[config.mk]
export PLATFORM = sky130hd
export DESIGN_NAME = fetch_unit
export DESIGN_NICKNAME = d
export VERILOG_FILES = /design/src/rtl/fetch_pkg.sv /design/src/rtl/pc_next.sv /design/src/rtl/fetch_unit.sv
export SDC_FILE = /design/constraint.sdc
export NUM_CORES = 1
export LEC_CHECK = 0
export ABC_AREA = 1
export BUFFER_PORTS_ARGS = -buffer_cell sky130_fd_sc_hd__buf_2
export CAP_MARGIN = 20
export CORE_UTILIZATION = 46
export CTS_CLUSTER_SIZE = 24
export DETAILED_ROUTE_END_ITERATION = 8
export PLACE_DENSITY = 0.91
export SLEW_MARGIN = 20
export SYNTH_ARGS = -nofsm -noshare
export SYNTH_HDL_FRONTEND = slang
export SYNTH_SLANG_ARGS = --single-unit
export TNS_END_PERCENT = 1
[constraint.sdc]
create_clock -name clk -period 2.3 [get_ports clk]
set_clock_uncertainty 0.05 [all_clocks]
set_input_delay 0.46 -clock clk [delete_from_list [all_inputs] [get_ports clk]]
set_output_delay 0.46 -clock clk [all_outputs]
set_load 0.01 [all_outputs]
[src/rtl/fetch_pkg.sv]
// rtl/fetch_pkg.sv - shared types and constants for the fetch stage and control unit
package fetch_pkg;

  typedef enum logic [1:0] {S_REQ, S_WAIT, S_HOLD} fetch_state_t;

  localparam logic [31:0] NOP_INSN = 32'h0000_0013;

  localparam logic [6:0] OP_LOAD   = 7'b000_0011;
  localparam logic [6:0] OP_STORE  = 7'b010_0011;
  localparam logic [6:0] OP_RTYPE  = 7'b011_0011;
  localparam logic [6:0] OP_BRANCH = 7'b110_0011;
  localparam logic [6:0] OP_ITYPE  = 7'b001_0011;
  localparam logic [6:0] OP_JAL    = 7'b110_1111;
  localparam logic [6:0] OP_JALR   = 7'b110_0111;
  localparam logic [6:0] OP_LUI    = 7'b011_0111;
  localparam logic [6:0] OP_AUIPC  = 7'b001_0111;

endpackage

[src/rtl/pc_next.sv]
// rtl/pc_next.sv - next-PC select: sequential or redirect with bit 0 cleared
// FETCH_MISALIGN_TRAP_EN adds the misaligned-target detect output.
module pc_next #(
  parameter int XLEN = 32
) (
  input  logic [XLEN-1:0] pc,
  input  logic            br_sel,
  input  logic [XLEN-1:0] alu_data,
  output logic [XLEN-1:0] next_pc
`ifdef FETCH_MISALIGN_TRAP_EN
  , output logic          misalign
`endif
);

  logic [XLEN-1:0] target;

  // JALR semantics: the redirect target never has bit 0 set
  assign target  = alu_data & ~{{(XLEN-1){1'b0}}, 1'b1};
  assign next_pc = br_sel ? target : pc + XLEN'(4);

`ifdef FETCH_MISALIGN_TRAP_EN
  assign misalign = br_sel & alu_data[1];
`endif

endmodule

[src/rtl/fetch_unit.sv]
// rtl/fetch_unit.sv - PC register and req/ready + rvalid instruction fetch FSM
// FETCH_MISALIGN_TRAP_EN adds a sticky misalign_trap output.
module fetch_unit
  import fetch_pkg::*;
#(
  parameter int              XLEN     = 32,
  parameter logic [XLEN-1:0] RESET_PC = '0
) (
  input  logic            clk,
  input  logic            rst,
  input  logic            commit,
  input  logic            br_sel,
  input  logic [XLEN-1:0] alu_data,
  output logic            imem_req,
  output logic [XLEN-1:0] imem_addr,
  input  logic            imem_ready,
  input  logic            imem_rvalid,
  input  logic [31:0]     imem_rdata,
  output logic [31:0]     instr,
  output logic [6:0]      opcode,
  output logic            instr_valid,
  output logic [XLEN-1:0] pc,
  output logic [XLEN-1:0] pc_four
`ifdef FETCH_MISALIGN_TRAP_EN
  , output logic          misalign_trap
`endif
);

  fetch_state_t    state_q, state_d;
  logic [XLEN-1:0] pc_q, pc_d;
  logic [31:0]     instr_q;
  logic            pc_load, instr_load, trap_set, trap_q;
  logic            misalign;

  pc_next #(.XLEN(XLEN)) u_pc_next (
    .pc       (pc_q),
    .br_sel   (br_sel),
    .alu_data (alu_data),
    .next_pc  (pc_d)
`ifdef FETCH_MISALIGN_TRAP_EN
    , .misalign (misalign)
`endif
  );

`ifndef FETCH_MISALIGN_TRAP_EN
  assign misalign = 1'b0;
`endif

  // A trapped core parks in S_HOLD with nothing valid to execute
  assign instr_valid = (state_q == S_HOLD) && !trap_q;
  assign imem_req    = (state_q == S_REQ) && !rst;
  assign imem_addr   = pc_q;
  assign pc          = pc_q;
  assign pc_four     = pc_q + XLEN'(4);
  assign instr       = instr_valid ? instr_q : NOP_INSN;
  assign opcode      = instr[6:0];

`ifdef FETCH_MISALIGN_TRAP_EN
  assign misalign_trap = trap_q;
`endif

  always_comb begin
    state_d    = state_q;
    pc_load    = 1'b0;
    instr_load = 1'b0;
    trap_set   = 1'b0;
    case (state_q)
      S_REQ: begin
        if (imem_ready) state_d = S_WAIT;
      end
      S_WAIT: begin
        if (imem_rvalid) begin
          instr_load = 1'b1;
          state_d    = S_HOLD;
        end
      end
      S_HOLD: begin
        if (commit && instr_valid) begin
          pc_load = 1'b1;
          if (misalign) trap_set = 1'b1;
          else          state_d  = S_REQ;
        end
      end
      default: state_d = S_REQ;
    endcase
  end

  always_ff @(posedge clk or posedge rst) begin
    if (rst) state_q <= S_REQ;
    else     state_q <= state_d;
  end

  always_ff @(posedge clk or posedge rst) begin
    if (rst) begin
      pc_q    <= RESET_PC;
      instr_q <= NOP_INSN;
      trap_q  <= 1'b0;
    end else begin
      if (pc_load)    pc_q    <= pc_d;
      if (instr_load) instr_q <= imem_rdata;
      if (trap_set)   trap_q  <= 1'b1;
    end
  end

endmodule

==> results_dict.tcl, run 1 <==
set metrics [dict create \
    place_ws_ps 223.7 \
    drive_above_1_share_pct 42.13 \
    hold_ws_ps 277.7 \
    insertedDiodeCount 0 \
    cp-end-kind "output pin" \
    drtAntennaViolNets 0 \
    antenna_found_initial 0 \
    num_vias 4078 \
    die_y_microns 95.47 \
    grt_max_degree 65 \
    routed_wl_microns 11000 \
    worstRegToRegCells 7 \
    ys_seq_area_share_pct 40.57 \
    r2r-end "imem_addr[20]" \
    cts_made_buffers 9 \
    max-clock-path-buffers 2 \
    synth_top_family_by_area "simple AND/OR/NAND/NOR gates" \
    synth-seq-cells 65 \
    drv_slew 0 \
    fin_crit_ps 2263 \
    clk_pin_slew_ps 80 \
    yosys_warnings 0 \
    period_share_pct 98.38 \
    setup_viol 0 \
    maxCapViolCount 0 \
    via_per_inst 4.991 \
    cts_tree "built" \
    coreArea_sq_um 8341 \
    fp.dieW_microns 95.47 \
    ir_drop_uv 631.1 \
    synth_edf_count 0 \
    postLayoutCoreUtil_pct 62.57 \
    fp-row-count 33 \
    ys_async_sr_fraction_pct 100.0 \
    grt_remaining_overflow 0 \
    syn-cell-area_sq_um 4019 \
    port_buffers 202 \
    synth-compound-area-share_pct 10.59 \
    fmax_mhz 441.9 \
    synthXorXnorAreaFrac_pct 4.016 \
    dp_cells 790 \
    ios 207 \
    grt_usage_pct 24.17 \
    hold_start "alu_data[1]" \
    rsz0062_at_grt "true" \
    whs_path_depth 3 \
    reg2reg_from "state_q[0]" \
    finalNetCount 778 \
    grt_pass1_wl_microns 16970 \
    drt-wirelength-per-cell_microns 13.46 \
    p_leak_nw 2.934 \
    drt_iter0_markers 139 \
    setup_slack_ps 37.17 \
    path_max_fanout 6 \
    min_to "imem_addr[1]" \
    synth-simple-area-share_pct 28.70 \
    start_kind "flip-flop" \
    finalPower_mw 6.890 \
    syn_avg_cell_area_sq_um 7.512 \
    clock_latency_ps 330 \
    cp.arrival_ps 1750 \
    synth_cells 535 \
    r2r_setup_slack_ps 480 \
    path_class "flip-flop to output pin" \
    critPathRequiredTime_ps 1790 \
    synthMuxAreaShare_pct 0 \
    cts-root-buf "clkbuf_8" \
    powerDensity_nw_per_um2 1320 \
    min_path_type "primary input to flip-flop" \
    grt_pass1_vias 3739 \
    htreeDepth 3 \
    timing_hold_violations_final 0 \
    drcViolationCount 0 \
    dieArea_sq_um 9115 \
    first_pass_iters 4 \
    clock-sinks 65 \
    syn2layout_area_growth_pct 29.86 \
    final_cells 817 \
    gp_congestion 0.8637 \
    tightest_slew_ps 543.3 \
    status "finished clean" \
    start_util_pct 48.18 \
    relSlewSlack_pct 63.73 \
    synth_fa_ha_area_share_pct 0.3113 \
    synth.distinct_cells 30 \
    hpwl_microns 8066 \
    synth-main-ff-cell "dfrtp_1" \
]
repair_timing:
item                                    CTS  global route
endpoints found under the setup margin   18            29
hold buffers                              1             0
hold endpoints to repair                  1             0
setup buffers                             4             6
resized for setup                        14            26
pin swaps                                 3            13
logic make-up (layout without fill, tap and decap cells):
logic type,Yosys count,count (layout)
and+or+nand+nor,262,262
adders and majority gates,1,1
other,1,3
AOI/OAI and AO/OA,70,70
buffers and inverters,121,296
xor gates and xnor gates,15,15
DFF,65,65
state kept, by name, summed over array words and instances, names as in the netlist:
signal,flops
state_q,2
instr_q,32
imem_addr,31
how the worst max path moves through the flow:
stage	to	from
2_1_floorplan	imem_addr[10]	rst
5_1_grt	pc_four[20]	imem_addr[2]
3_5_place_dp	pc_four[26]	imem_addr[2]
4_1_cts	pc_four[31]	imem_addr[13]
3_3_place_gp	pc_four[26]	imem_addr[2]
6_report	pc_four[31]	imem_addr[14]
power breakdown:
| part | total, mW | switching [mW] | leakage, nW | internal (mW) |
|---|---|---|---|---|
| Sequential | 2.29 | 0.561 | 0.737 | 1.73 |
| Clock | 1.01 | 0.466 | 0.0966 | 0.539 |
| Combinational | 3.59 | 2.08 | 2.10 | 1.51 |
| Total | 6.89 | 3.11 | 2.93 | 3.78 |
placed cells by master, fill, tap and decap left out, types with 2 or more instances in the layout:
master	synthesis	final
inv_6	0	2
nor2_2	3	9
clkinvlp_4	0	2
o211ai_1	2	2
and2_1	5	5
nand3b_1	8	8
dfrtp_2	0	18
dfstp_2	3	3
inv_1	60	59
dfrtp_1	62	44
buf_2	7	202
conb_1	1	3
a22oi_1	26	26
xor2_2	4	6
buf_4	43	14
o22ai_1	2	2
nand3_1	9	8
nor2_1	90	82
a21oi_1	33	33
o21ai_0	6	6
nand2_4	2	4
inv_2	2	3
xnor2_1	3	3
nand2_1	127	121
nand2_2	7	11
clkbuf_8	0	10
nor2_4	10	12
xor2_1	8	6
synthesized netlist by cell type (5+ instances only):
| master | instances | area [sq um] |
|---|---|---|
| o21ai_0 | 6 | 30.03 |
| nor2_1 | 90 | 337.8 |
| buf_2 | 7 | 35.03 |
| a22oi_1 | 26 | 195.2 |
| a21oi_1 | 33 | 165.2 |
| nor2_4 | 10 | 112.6 |
| xor2_1 | 8 | 70.07 |
| and2_1 | 5 | 31.28 |
| clkbuf_1 | 5 | 18.77 |
| nand2_1 | 127 | 476.7 |
| nand3_1 | 9 | 45.04 |
| nand3b_1 | 8 | 60.06 |
| nand2_2 | 7 | 43.79 |
| buf_4 | 43 | 322.8 |
| dfrtp_1 | 62 | 1551 |
| inv_1 | 60 | 225.2 |
through the flow:
step                area [sq um]  TNS, ps
floorplan                   4026        0
global placement            4825        0
detailed placement          4825        0
CTS                         5112        0
global route                5219   -747.4
finish                      5219        0
cell type report:
cell class / instances / area (sq um)
clock buffers: 11 / 141.4
clock inverters: 5 / 62.56
well taps: 105 / 131.4
multi-input cells: 351 / 1852
flip-flops and latches: 65 / 1653
inverters: 62 / 232.7
repair buffers: 218 / 1146
fillers: 721 / 3122
routing by layer:
layer | track usage [%] | up-vias | part of all wire, %
met5 | 0 | - | 0
met4 | 10.82 | 0 | 3.4
met3 | 5.183 | 37 | 7.4
met2 | 43.99 | 208 | 51
met1 | 26.83 | 1878 | 38
li1 | - | 1955 | -
critical path, stage by stage, from the launching register on:
cell and delay, ps:
dfrtp_2 440, nand2_1 130, nor2_2 170, nand2_1 120, nor2_4 220, nand2_1 80
nand2_1 60, nand2_1 60, buf_2 140
Note: power is estimated with default switching activity, not from simulation.
==> run 2, diff against run 1 <==
CELL_PAD_IN_SITES_DETAIL_PLACEMENT = 0   (was unset)
CELL_PAD_IN_SITES_GLOBAL_PLACEMENT = 2   (was unset)
CORE_UTILIZATION = 24   (was 46)
==> results_dict.tcl, run 2 (same netlist as run 1, synthesis figures left out) <==
set metrics [dict create \
    cts_tree "built" \
    fp.dieW_microns 131.4 \
    powerDensity_nw_per_um2 1322 \
    path_max_fanout 5 \
    routed_wl_microns 12690 \
    tightest_slew_ps 601.2 \
    die_y_microns 131.4 \
    violations "negative setup slack" \
    largest_reg_flops 32 \
    maxCapViolCount 0 \
    antenna_found_initial 1 \
    grt_max_degree 38 \
    seq_area_sq_um 1642 \
    syn2layout_area_growth_pct 35.65 \
    fin_crit_ps 2318 \
    multi_input_area_sq_um 1807 \
    drt-wirelength-per-cell_microns 13.57 \
    cts_made_buffers 9 \
    insertedDiodeCount 0 \
    grt_pass1_vias 3795 \
    cpPeakStageDelay_ps 380 \
    start_util_pct 24.94 \
    htreeDepth 3 \
    max-clock-path-buffers 2 \
    coreArea_sq_um 16120 \
    regMostFlops "instr_q" \
    grt_usage_pct 15.21 \
    cp_top_family "simple AND/OR/NAND/NOR gates" \
    final_cells 935 \
    drv_slew 0 \
    dieArea_sq_um 17270 \
    critPathRequiredTime_ps 1790 \
    ios 207 \
    cp.arrival_ps 1810 \
    cts-root-buf "clkbuf_16" \
    final_cell_mix "200 x buf_2, 125 x nand2_1, 88 x nor2_1" \
    dp_cells 913 \
    ir_drop_uv 676.6 \
    dpl_cell_area_sq_um 5066 \
    finalNetCount 785 \
    rsz0062_at_grt "true" \
    first_pass_iters 4 \
    final_area_sq_um 5451 \
    postLayoutCoreUtil_pct 33.83 \
    status "finished, violations left" \
    num_vias 3951 \
    crit_chain "ha_2 -> nand2_2 -> nor2_4 -> nand2_4 -> nor2_4 -> nand2_1 -> nand2_1 -> nand2_1 -> buf_2" \
    via_per_inst 4.226 \
    cp_common_cell "nand2_1" \
    fp-row-count 46 \
    start_kind "flip-flop" \
    nFillCells 1797 \
    drt_iter0_markers 193 \
    final_common_cell "buf_2" \
    min_path_type "primary input to asynchronous set/reset pin" \
    clock-sinks 65 \
    p_leak_nw 3.008 \
    clock_latency_ps 340 \
    cp_num_buf_inv 1 \
    gp_congestion 0.8067 \
    grt_remaining_overflow 0 \
    setup_tns_ps -26.19 \
    drtAntennaViolNets 0 \
    drive_above_1_share_pct 40.33 \
    setup_viol 3 \
    setup_slack_ps -17.58 \
    place_ws_ps 231.2 \
    clk_pin_slew_ps 60 \
    drcViolationCount 0 \
    port_buffers 202 \
    hpwl_microns 9685 \
    critPathSlowestCell "dfrtp_1" \
    timing_hold_violations_final 0 \
    period_share_pct 100.8 \
    path_class "flip-flop to output pin" \
    relSlewSlack_pct 59.86 \
    cp-end-kind "output pin" \
    grt_pass1_wl_microns 20400 \
    fmax_mhz 431.5 \
]
==> run 2: changes by cell type in the layout (fill, tap and decap cells not counted), sizes merged <==
| cell | change |
|---|---|
| buf | +8 |
| bufinv | -1 |
| clkbuf | -2 |
| clkinv | +2 |
| clkinvlp | +1 |
| dlygate4sd3 | -1 |
==> run 2: timing repair <==
| action | CTS | global route |
|---|---|---|
| pin swaps | 4 | 6 |
| hold buffers | 0 | 0 |
| resized for setup | 13 | 8 |
| setup buffers | 5 | 1 |
| endpoints found under the setup margin | 19 | 25 |
==> run 2: layout make-up <==
cell class | instances | area share, %
Clock buffer | 9 | 4.131
Sequential cell | 65 | 30.11
Tap cell | 216 | 4.958
Inverter | 62 | 4.269
Timing Repair Buffer | 225 | 22.40
Multi-Input combinational cell | 351 | 33.14
Clock inverter | 7 | 0.9869
==> run 2: per-layer routing <==
metal	GRT usage (%)	share of wire (%)	vias up
li1	-	-	1975
met2	24.72	46	174
met3	7.022	9.5	12
met5	0	0.10	-
met4	3.359	1.1	2
met1	18.20	43	1788
==> run 2: stage by stage <==
| stage | total power, mW | hold slack [ps] |
|---|---|---|
| 6_report | 7.209 | 80.83 |
| 5_1_grt | 7.815 | 97.66 |
| 3_5_place_dp | 5.832 | 412.5 |
| 2_1_floorplan | 4.585 | 401.0 |
| 4_1_cts | 7.266 | 82.40 |
| 3_3_place_gp | 5.800 | 412.0 |
==> run 2: path summary, 6_finish.rpt <==
| check | start | to | slack, ps | depth (start not counted) |
|---|---|---|---|---|
| setup reg to reg | state_q[0] | imem_addr[27] | 500 | 8 |
| max in group asynchronous | rst | instr_q[4] | 1440 | 3 |
| hold reg to reg | instr_q[1] | instr_q[1] | 420 | 2 |
| hold / removal | rst | instr_q[25] | 80 | 2 |
| setup / recovery | imem_addr[3] | pc_four[26] | -20 | 9 |
| min in group clk | alu_data[1] | imem_addr[1] | 260 | 3 |
==> run 2: worst register-to-register path, cell delays in order, from the launching register on <==
cell and delay, ps:
dfrtp_1 410, inv_1 140, nand2_4 170, nor2_4 210
nand2_2 180, inv_1 120, buf_4 270, nand3_1 130
nand2_1 60
==> run 2: power by group <==
group	leakage [nW]	internal, mW	switching, mW
logic	2.13	1.54	2.12
clock network	0.128	0.736	0.567
registers	0.748	1.72	0.524
==> run 3, diff against run 2 <==
CORE_UTILIZATION = 21   (was 24)
PLACE_DENSITY = 0.85   (was 0.91)
clock period = 1.9 ns   (was 2.3 ns; I/O delays follow)
==> results_dict.tcl, run 3 (same netlist as run 1, synthesis figures left out) <==
set metrics [dict create \
    status "finished, violations left" \
    violations "negative setup slack" \
    path_class "flip-flop to output pin" \
    cp.arrival_ps 1820 \
    cts_tree "built" \
    start_util_pct 21.48 \
    path_max_fanout 5 \
    powerDensity_nw_per_um2 1650 \
    min_path_type "primary input to asynchronous set/reset pin" \
    htreeDepth 3 \
    critPathRequiredTime_ps 1470 \
    multi_input_area_sq_um 1899 \
    dieArea_sq_um 19690 \
    timing_hold_violations_final 0 \
    largest_reg_flops 32 \
    dpl_cell_area_sq_um 5350 \
    drtAntennaViolNets 0 \
    critPathSlowestCell "dfrtp_1" \
    insertedDiodeCount 0 \
    fmax_mhz 444.6 \
    final_common_cell "buf_2" \
    crit_chain "ha_4 -> nand2_4 -> nor2_4 -> nand2_4 -> nor2_4 -> nand2_1 -> nand2_1 -> nand2_1 -> buf_2" \
    worstRegToRegCells 11 \
    seq_area_sq_um 1635 \
    grt_pass1_wl_microns 21250 \
    final_cells 978 \
    maxCapViolCount 0 \
    tightest_slew_ps 627.7 \
    place_ws_ps -46.77 \
    grt_max_degree 44 \
    start_kind "flip-flop" \
    nFillCells 2059 \
    clock-sinks 65 \
    hold_ws_ps 18.58 \
    setup_tns_ps -6528 \
    rsz0062_at_grt "true" \
    cts-root-buf "clkbuf_16" \
    relSlewSlack_pct 58.09 \
    regMostFlops "instr_q" \
    cp-end-kind "output pin" \
    period_share_pct 118.4 \
    final_cell_mix "201 x buf_2, 123 x nand2_1, 79 x nor2_1" \
    die_y_microns 140.3 \
    reg2reg_from "imem_addr[3]" \
    first_pass_iters 4 \
    gp_congestion 0.7667 \
    setup_viol 28 \
    postCtsHoldBufs 0 \
    final_area_sq_um 5871 \
    cpPeakStageDelay_ps 410 \
    clk_pin_slew_ps 60 \
    drive_above_1_share_pct 44.22 \
    hpwl_microns 10280 \
    cts_made_buffers 9 \
    drt_iter0_markers 106 \
    coreArea_sq_um 18710 \
    grt_pass1_vias 3837 \
    via_per_inst 4.173 \
    grt_usage_pct 14.16 \
    dp_cells 957 \
    max-clock-path-buffers 2 \
    drt-wirelength-per-cell_microns 13.91 \
    ios 207 \
    routed_wl_microns 13610 \
    p_leak_nw 3.215 \
    fp.dieW_microns 140.3 \
    setup_slack_ps -349.1 \
    grt_remaining_overflow 0 \
    syn2layout_area_growth_pct 46.08 \
    port_buffers 202 \
    clock_latency_ps 340 \
    fp-row-count 50 \
    critPathLaunch "imem_addr[3]" \
    num_vias 4081 \
    finalNetCount 810 \
    fin_crit_ps 2249 \
    ir_drop_uv 601.3 \
    cp_common_cell "nand2_1" \
    drcViolationCount 0 \
    r2r_setup_slack_ps 180 \
    drv_slew 0 \
    r2r-end "imem_addr[28]" \
    antenna_found_initial 0 \
]
[run 3: changes by cell type in the layout (fill, tap and decap cells not counted), sizes merged]
cell	before	now
buf	225	250
bufinv	0	2
clkbuf	9	10
clkinv	2	0
clkinvlp	3	1
inv	64	65
[run 3: critical path: cells and delay by family, from the launching register on]
kind	cells	cell delay (ps)
adder cells (fa/ha/maj)	1	170
buffers and inverters	1	140
flip-flops	1	410
AND/OR/NAND/NOR	7	760
[run 3: timing repair]
item	in CTS	in global routing
pin swaps	8	6
gates resized for setup	20	19
endpoints found under the setup margin	40	45
buffers inserted	0	5
[run 3: per-layer routing]
layer  share of wire (%)  track usage, %  vias to the layer above
li1                    -               -                     2021
met1                  44           17.21                     1871
met2                  46           23.50                      178
met3                 8.9           5.060                       11
met4                 1.1           3.991                        0
met5                   0               0                        -
[run 3: worst max-delay path by stage]
stage	slack [ps]	depth (start not counted)	endpoint
after floorplan	90	6	pc_four[16]
after global placement	-10	9	pc_four[22]
after detailed placement	-50	9	pc_four[22]
after CTS	-390	9	pc_four[22]
after global routing	-480	9	pc_four[28]
final	-350	9	pc_four[20]
[run 3: power breakdown]
group | internal, mW | total, mW | switching [mW]
logic | 2.28 | 5.18 | 2.90
clock network | 1.20 | 1.92 | 0.712
registers | 2.07 | 2.60 | 0.526
total | 5.55 | 9.69 | 4.14
[run 3: metrics by stage]
step	utilization, %	total power, mW
after floorplan	-	5.551
after global placement	28.60	7.519
after detailed placement	28.60	7.551
after CTS	30.72	9.653
after global routing	31.38	10.48
final	31.38	9.688
[run 3: layout make-up]
cell class,instances,share of cell area [%]
Timing Repair Buffer,250,24.96
Sequential cell,65,27.86
Inverter,62,4.156
Clock buffer,10,4.071
Tap cell,234,4.987
Multi-Input combinational cell,351,32.35
Clock inverter,6,1.620
